==> config.mk <==
export PLATFORM = sky130hd
export DESIGN_NAME = diff_tx_queue
export DESIGN_NICKNAME = d
export VERILOG_FILES = /design/src/rtl/diff_link_pkg.sv /design/src/rtl/code_fifo.sv /design/src/rtl/diff_tx_queue.sv
export SDC_FILE = /design/constraint.sdc
export NUM_CORES = 1
export LEC_CHECK = 0
export CORE_ASPECT_RATIO = 1.5
export CORE_MARGIN = 2
export CORE_UTILIZATION = 55
export CTS_CLUSTER_DIAMETER = 100
export CTS_CLUSTER_SIZE = 25
export DETAILED_ROUTE_END_ITERATION = 7
export PLACE_DENSITY = 0.74
export SLEW_MARGIN = 20
export SYNTH_ARGS = -nofsm -noshare
export SYNTH_HDL_FRONTEND = slang
export SYNTH_SLANG_ARGS = --single-unit
==> constraint.sdc <==
create_clock -name clk_in -period 4.69 [get_ports clk_in]
set_input_delay 0.938 -clock clk_in [delete_from_list [all_inputs] [get_ports clk_in]]
set_output_delay 0.938 -clock clk_in [all_outputs]
set_load 0.05 [all_outputs]
==> src/rtl/diff_link_pkg.sv <==
// Shared definitions for the differential serial link (diff_tx_queue, diff_rx).
package diff_link_pkg;

    localparam int CODE_WIDTH_DEF = 26;
    // The start symbol is a steady high lasting this many bit periods
    localparam int START_PERIODS = 1;

    typedef enum logic [1:0] {
        IDLE,
        START,
        BITS,
        GAP
    } link_state_t;

endpackage

==> src/rtl/code_fifo.sv <==
// Synchronous FIFO with occupancy count; write side is a valid/ready handshake.
module code_fifo #(
    parameter int WIDTH = 26,
    parameter int DEPTH = 4
) (
    input  logic                     clk,
    input  logic                     rst,
    input  logic [WIDTH-1:0]         wr_data,
    input  logic                     wr_valid,
    output logic                     wr_ready,
    input  logic                     rd_en,
    output logic [WIDTH-1:0]         rd_data,
    output logic [$clog2(DEPTH):0]   count
);
    localparam int AW = $clog2(DEPTH);
    localparam int CNW = AW + 1;

    logic [WIDTH-1:0] mem [DEPTH];
    logic [AW-1:0]    wr_ptr;
    logic [AW-1:0]    rd_ptr;
    logic             push;
    logic             pop;

    // Ready depends only on the registered count, so a pop never frees a slot same-cycle
    assign wr_ready = (count < CNW'(DEPTH));
    assign push     = wr_valid && wr_ready;
    assign pop      = rd_en && (count != '0);
    assign rd_data  = mem[rd_ptr];

    always_ff @(posedge clk) begin
        if (rst) begin
            wr_ptr <= '0;
            rd_ptr <= '0;
            count  <= '0;
        end else begin
            if (push) wr_ptr <= wr_ptr + AW'(1);
            if (pop)  rd_ptr <= rd_ptr + AW'(1);
            case ({push, pop})
                2'b10:   count <= count + CNW'(1);
                2'b01:   count <= count - CNW'(1);
                default: count <= count;
            endcase
        end
    end

    always_ff @(posedge clk) begin
        if (push) mem[wr_ptr] <= wr_data;
    end

endmodule

==> src/rtl/diff_tx_queue.sv <==
// Queued differential-Manchester transmitter: FIFO of codes, framed back-to-back with a gap.
// Define DIFF_TX_PARITY_EN to append an even-parity bit period after the payload.
module diff_tx_queue
    import diff_link_pkg::*;
#(
    parameter int CODE_WIDTH  = CODE_WIDTH_DEF,
    parameter int DATA_PERIOD = 20,
    parameter int FIFO_DEPTH  = 4,
    parameter int GAP_PERIODS = 4
) (
    input  logic                          clk_in,
    input  logic                          rst_in,
    input  logic [CODE_WIDTH-1:0]         data_in,
    input  logic                          valid_in,
    output logic                          ready_out,
    output logic                          data_out,
    output logic                          busy_out,
    output logic [$clog2(FIFO_DEPTH):0]   count_out,
    output logic                          overflow_out
);
`ifdef DIFF_TX_PARITY_EN
    localparam int NBITS = CODE_WIDTH + 1;
`else
    localparam int NBITS = CODE_WIDTH;
`endif
    localparam int HALF  = DATA_PERIOD / 2;
    localparam int PCW   = $clog2(DATA_PERIOD);
    localparam int BCW_A = $clog2(CODE_WIDTH + 1);
    localparam int BCW_B = $clog2(GAP_PERIODS + 1);
    localparam int BCW   = (BCW_A > BCW_B) ? BCW_A : BCW_B;

    localparam logic [PCW-1:0] PER_LAST   = PCW'(DATA_PERIOD - 1);
    localparam logic [PCW-1:0] PER_HALF   = PCW'(HALF);
    localparam logic [BCW-1:0] START_LAST = BCW'(START_PERIODS - 1);
    localparam logic [BCW-1:0] BIT_LAST   = BCW'(NBITS - 1);
    localparam logic [BCW-1:0] GAP_LAST   = BCW'(GAP_PERIODS - 1);

    link_state_t             state;
    link_state_t             state_nxt;
    logic [PCW-1:0]          per_cnt;
    logic [BCW-1:0]          bit_cnt;
    logic [CODE_WIDTH-1:0]   shreg;
    logic                    fill_bit;
    logic                    period_end;
    logic                    line_nxt;
    logic                    pop;
    logic [CODE_WIDTH-1:0]   fifo_rd_data;
    logic [$clog2(FIFO_DEPTH):0] fifo_count;

    code_fifo #(
        .WIDTH (CODE_WIDTH),
        .DEPTH (FIFO_DEPTH)
    ) u_fifo (
        .clk      (clk_in),
        .rst      (rst_in),
        .wr_data  (data_in),
        .wr_valid (valid_in),
        .wr_ready (ready_out),
        .rd_en    (pop),
        .rd_data  (fifo_rd_data),
        .count    (fifo_count)
    );

    assign count_out    = fifo_count;
    assign overflow_out = valid_in && !ready_out;
    assign busy_out     = (state != IDLE);
    assign period_end   = (per_cnt == PER_LAST);

`ifdef DIFF_TX_PARITY_EN
    // Parity rides in behind the payload so it reaches the MSB after CODE_WIDTH shifts
    logic par_q;
    assign fill_bit = par_q;
    always_ff @(posedge clk_in) begin
        if (pop) par_q <= ^fifo_rd_data;
    end
`else
    assign fill_bit = 1'b0;
`endif

    always_comb begin
        state_nxt = state;
        pop       = 1'b0;
        line_nxt  = data_out;
        case (state)
            IDLE: begin
                line_nxt = 1'b0;
                if (fifo_count != '0) begin
                    pop       = 1'b1;
                    state_nxt = START;
                end
            end
            START: begin
                line_nxt = 1'b1;
                if (period_end && (bit_cnt == START_LAST)) state_nxt = BITS;
            end
            BITS: begin
                if (per_cnt == '0)
                    line_nxt = ~data_out;
                else if ((per_cnt == PER_HALF) && shreg[CODE_WIDTH-1])
                    line_nxt = ~data_out;
                if (period_end && (bit_cnt == BIT_LAST)) state_nxt = GAP;
            end
            GAP: begin
                line_nxt = 1'b0;
                if (period_end && (bit_cnt == GAP_LAST)) state_nxt = IDLE;
            end
            default: state_nxt = IDLE;
        endcase
    end

    // The line register follows the state by one cycle
    always_ff @(posedge clk_in) begin
        if (rst_in) begin
            state    <= IDLE;
            per_cnt  <= '0;
            bit_cnt  <= '0;
            data_out <= 1'b0;
        end else begin
            state    <= state_nxt;
            data_out <= line_nxt;
            if (state == IDLE || period_end) per_cnt <= '0;
            else                             per_cnt <= per_cnt + PCW'(1);
            if (state != state_nxt) bit_cnt <= '0;
            else if (period_end)    bit_cnt <= bit_cnt + BCW'(1);
        end
    end

    always_ff @(posedge clk_in) begin
        if (pop)
            shreg <= fifo_rd_data;
        else if (state == BITS && period_end)
            shreg <= {shreg[CODE_WIDTH-2:0], fill_bit};
    end

endmodule

==> flow_metrics.tcl, run 1 <==
set metrics [dict create \
    grt_max_degree 31 \
    fin_crit_sh_pct 69.7 \
    hold_class "register to register" \
    worstSetupPathType "input pin to output port" \
    rows 47 \
    synthesis.area_um2 6150 \
    crit_top_cell "clkdlybuf4s50_1" \
    finalPower_uw 4300 \
    cts_resized 0 \
    antenna_left 0 \
    dr.pass1.iters 4 \
    htree_levels 4 \
    synth_top_cell_by_area "edfxtp_1" \
    syn_nets 380 \
    final_area_um2 7190 \
    ioPinCount 36 \
    ys_async_sr_fraction_pct 0 \
    leakagePower_uw 0.00237 \
    start_util_pct 56.2 \
    powerDensity_nw_per_um2 598 \
    setup_viol 0 \
    peakVddDrop_mv 0.332 \
    crit_fanout 2 \
    cts_sinks 152 \
    rsz0062_at_grt "no" \
    status "complete, no violations" \
    drv_cap 0 \
    synth_cells 334 \
    cp_slowest_cell "clkdlybuf4s50_1" \
    io_buffers 35 \
    skew_ns 0.00714 \
    wl_mm 10.0 \
    cts_buffers 17 \
    synth.area.top_cells "edfxtp_1 (64%), mux4_2 (9.5%), dfxtp_1 (7.2%)" \
    die-area_um2 12100 \
    ys_types 42 \
    via_per_inst 5.54 \
    gp_congestion 0.866 \
    fp.dieW_um 90.3 \
    synth_top_area_share_pct 63.5 \
    grt_pass1_wl_mm 16.5 \
    whs_ns 0.511 \
    synth_edf_count 130 \
    crit_chain "clkdlybuf4s50_1 -> and2_2 -> clkdlybuf4s50_1" \
    synth_ff_type "edfxtp_1" \
    setup_tns_ns 0 \
    clock_path_buffers 2 \
    drc_errors 0 \
    diodes 0 \
    wl_per_cell_um 18.6 \
    period_minus_slack_ns 3.27 \
    postCtsHoldBufs 0 \
    num_vias 2984 \
    fmax_mhz 306 \
    required_ns 3.75 \
    root_buffer "clkbuf_16" \
    drt_iter0_markers 138 \
    tritoncts "built" \
    clk_pin_slew_ns 0.06 \
    die-height_um 133 \
    max_stage_delay_ns 0.79 \
    syn_area_per_cell_um2 18.4 \
    grt-ovfl-total 0 \
    grt.total_usage_pct 18.2 \
    post-dp-hpwl_mm 5.88 \
    slew_headroom_pct 36.3 \
    core_um2 10900 \
    clkLatencyLatePin_ns 0.40 \
    area_delta_synth_final_pct 17.0 \
    antenna_found_initial 0 \
    startpoint_type "input pin" \
    fin_nets 427 \
    drive_gt1_share_pct 24.5 \
    fill_cells 758 \
    hold_viol 0 \
    arrival_ns 2.33 \
    ys_seq_elements 152 \
    tightest_slew_ns 0.956 \
    drv_slew 0 \
    dpl-instance-area_um2 6660 \
    seq_area_frac_synth_pct 70.7 \
    end_kind "output port" \
    yosysWarnings 0 \
    postCtsSetupRepairBufs 0 \
    grt_pass1_vias 3201 \
]
Yosys cell counts (all sizes together) (2+ instances only):
cell and instances:
nand3 3, buf 9, or3 3, nor2 18, nand4 3, ha 16, nand2 5, xor2 8
a21oi 6, dfxtp 22, a211oi 9, mux2 25, clkbuf 4, and2 7, inv 15, mux4 26
nor4b 2, edfxtp 130, xnor2 5
flip-flops by register name, indices dropped and copies added, names as in the netlist, named ones only:
name,count
u_fifo.rd_ptr,2
u_fifo.mem,104
per_cnt,5
data_out,1
state,2
u_fifo.count,3
bit_cnt,5
u_fifo.wr_ptr,2
shreg,26
worst paths after layout:
kind	startpoint	end	slack, ns	depth (start not counted)
worst min register to register	per_cnt[0]$_SDFF_PP0_	per_cnt[0]$_SDFF_PP0_	0.51	1
worst max-delay path	valid_in	overflow_out	1.42	3
worst min-delay path	per_cnt[0]$_SDFF_PP0_	per_cnt[0]$_SDFF_PP0_	0.51	1
worst max register to register	state[1]$_SDFF_PP0_	u_fifo.count[2]$_SDFFE_PP0P_	1.95	10
critical path: cells and delay by family:
family | cells | cell delay [ns]
buf+inv | 2 | 1.25
simple gates | 1 | 0.14
final cells by class:
| cell class | instances | area (um2) | area share (%) |
|---|---|---|---|
| multi-input cells | 154 | 1680 | 23.3 |
| clock buffers | 18 | 429 | 5.97 |
| clock inverters | 12 | 106 | 1.48 |
| flip-flops and latches | 152 | 4350 | 60.4 |
| well taps | 147 | 184 | 2.56 |
| repair buffers | 41 | 395 | 5.50 |
| inverters | 15 | 56.3 | 0.783 |
power by group:
group / switching, uW / total [uW] / internal, uW
combinational: 578 / 1110 / 530
sequential: 133 / 1970 / 1840
clock: 497 / 1220 / 721
routing by layer:
metal,share of wire (%),up-vias,track usage [%]
met5,0,-,0
met4,0.92,0,6.32
met3,3.1,6,4.36
met2,56,50,33.4
met1,40,1525,20.8
li1,-,1403,-
cells in the final DEF, fill, tap and decap left out, types with 2 or more instances in the layout:
cell type          n
dfxtp_1           21
clkinv_4           4
and2_1             6
buf_4              6
xor2_1             8
edfxtp_1         130
nor2_1            18
clkbuf_16         17
a21oi_1            6
a211oi_1           9
mux4_2            26
xnor2_1            5
nand4_1            3
nand3_1            3
inv_1             15
ha_1              16
clkdlybuf4s50_1   35
clkinv_1           2
nand2_1            5
clkinv_2           2
mux2_2            25
clkinvlp_4         2
nor4b_1            2
through the flow:
stage          setup WS [ns]  utilization [%]  cells
2_1_floorplan           2.05                -    334
3_3_place_gp            1.43             60.8    509
3_5_place_dp            1.42             60.8    509
4_1_cts                 1.42             65.7    539
5_1_grt                 1.40             65.8    539
6_report                1.42             65.8    539
kinds of logic (layout without fill, tap and decap cells):
| logic type | Yosys count | in the layout | share of synthesized area, % |
|---|---|---|---|
| XOR/XNOR | 13 | 13 | 1.85 |
| AND/OR/NAND/NOR | 48 | 48 | 4.34 |
| flip-flops | 152 | 152 | 70.7 |
| buffers and inverters | 28 | 86 | 2.08 |
| multiplexers | 51 | 51 | 14.1 |
| adder cells (fa/ha/maj) | 17 | 17 | 3.58 |
| AO/OA/AOI/OAI | 25 | 25 | 3.36 |
No activity file was read; power rests on OpenSTA's default activity.
==> inputs of run 2 (changes only) <==
- clock period: 4.69 -> 3.2 ns (I/O delays scaled with it)
==> flow_metrics.tcl, run 2 (same netlist as run 1, synthesis figures left out) <==
set metrics [dict create \
    status "complete, no violations" \
    use_met2_pct 31.6 \
    area_delta_synth_final_pct 18.3 \
    max_stage_delay_ns 0.80 \
    startpoint_type "register" \
    via_per_inst 5.57 \
    final_cell_mix "edfxtp_1 (130), clkdlybuf4s50_1 (35), mux4_2 (26)" \
    arrival_ns 2.11 \
    cts_buffers 17 \
    io_buffers 35 \
    die-area_um2 12100 \
    die-height_um 133 \
    powerDensity_nw_per_um2 893 \
    leakagePower_uw 0.00241 \
    crit_fanout 6 \
    antenna_left 0 \
    drv_slew 0 \
    final_common_cell "edfxtp_1" \
    seqCellArea_um2 4350 \
    grt_pass1_vias 3209 \
    diodes 0 \
    setup_tns_ns 0 \
    dp_slack_ns 0.443 \
    use_met3_pct 4.81 \
    drv_cap 0 \
    end_kind "output port" \
    rsz0062_at_grt "no" \
    dr.pass1.iters 6 \
    tightest_slew_ns 0.632 \
    drive_gt1_share_pct 25.9 \
    fmax_mhz 363 \
    multi_input_area_um2 1670 \
    grt_pass1_wl_mm 16.1 \
    drt_iter0_markers 183 \
    drc_errors 0 \
    htree_levels 4 \
    crit_top_cell "inv_1" \
    clock_path_buffers 2 \
    hold_class "register to register" \
    hold_viol 0 \
    finalPower_uw 6490 \
    wl_per_cell_um 18.1 \
    clkLatencyLatePin_ns 0.42 \
    root_buffer "clkbuf_16" \
    slew_headroom_pct 57.9 \
    largest_reg_flops 104 \
    cp_top_family "buffers and inverters" \
    grt_use_met1_pct 20.0 \
    fin_nets 430 \
    fp.dieW_um 90.3 \
    setup_viol 0 \
    rows 47 \
    grt-ovfl-total 0 \
    top_regs "u_fifo.mem x104, shreg x26" \
    period_minus_slack_ns 2.75 \
    post-dp-hpwl_mm 5.91 \
    required_ns 2.56 \
    gp_congestion 0.855 \
    start_util_pct 56.2 \
    tritoncts "built" \
    peakVddDrop_mv 0.511 \
    cp_num_buf_inv 3 \
    grt_busiest_layer "met2" \
    worstSetupPathType "register to output port" \
    postCtsHoldBufs 0 \
    postCtsSetupRepairBufs 0 \
    fin_crit_sh_pct 86.0 \
    layout_setup_ws_ns 0.449 \
    crit_chain "inv_1 -> ha_1 -> inv_1 -> clkdlybuf4s50_1" \
    skew_ns 0.00845 \
    cp_slowest_cell "clkdlybuf4s50_1" \
    regMostFlops "u_fifo.mem" \
    ioPinCount 36 \
    antenna_found_initial 0 \
    cts_resized 0 \
    fill_cells 761 \
    num_vias 3029 \
    wl_mm 9.87 \
    core_um2 10900 \
    grt.total_usage_pct 17.7 \
    cts_sinks 152 \
    clk_pin_slew_ns 0.06 \
    grt_max_degree 30 \
]
## run 2: worst paths after layout
| check | startpoint | to | slack, ns | cells after the start |
|---|---|---|---|---|
| setup / recovery | state[0]$_SDFF_PP0_ | busy_out | 0.45 | 4 |
| hold reg to reg | per_cnt[0]$_SDFF_PP0_ | per_cnt[0]$_SDFF_PP0_ | 0.47 | 1 |
| setup reg to reg | state[1]$_SDFF_PP0_ | u_fifo.count[2]$_SDFFE_PP0P_ | 0.91 | 9 |
| hold / removal | per_cnt[0]$_SDFF_PP0_ | per_cnt[0]$_SDFF_PP0_ | 0.47 | 1 |
## run 2: report_power, final
| part | internal [uW] | leakage [uW] | switching, uW |
|---|---|---|---|
| sequential | 2690 | 0.00138 | 166 |
| combinational | 798 | 0.000746 | 862 |
| clock | 1170 | 0.000288 | 808 |
## run 2: area by class of cell
cell class	count	area share, %
Sequential cell	152	59.8
Multi-Input combinational cell	154	23.0
Clock buffer	17	5.85
Timing Repair Buffer	44	5.75
Tap cell	147	2.53
Clock inverter	15	2.29
Inverter	15	0.775
## run 2: worst reg2reg max path, stage by stage, from the launching register on
cell and delay [ns]:
dfxtp_1 0.38, inv_1 0.13, ha_1 0.22, o31a_2 0.17, ha_1 0.18, inv_1 0.07
fa_1 0.37, xor2_1 0.16, or3_2 0.40, a21oi_1 0.14
## run 2: routing by layer
metal  share of wire (%)  routed length, um  up-vias
li1                    -                  -     1402
met1                  41               4060     1565
met2                  54               5360       49
met3                 2.8                279       13
met4                 1.8                178        0
met5                   0                  0        -
## run 2: through the flow
stage / utilization, % / hold WS (ns) / instances / area, um2
CTS: 66.5 / 0.472 / 544 / 7270
floorplan: - / 0.430 / 334 / 6150
detailed placement: 61.1 / 0.458 / 512 / 6680
global route: 66.5 / 0.491 / 544 / 7270
finish: 66.5 / 0.471 / 544 / 7270
global placement: 61.1 / 0.447 / 512 / 6680
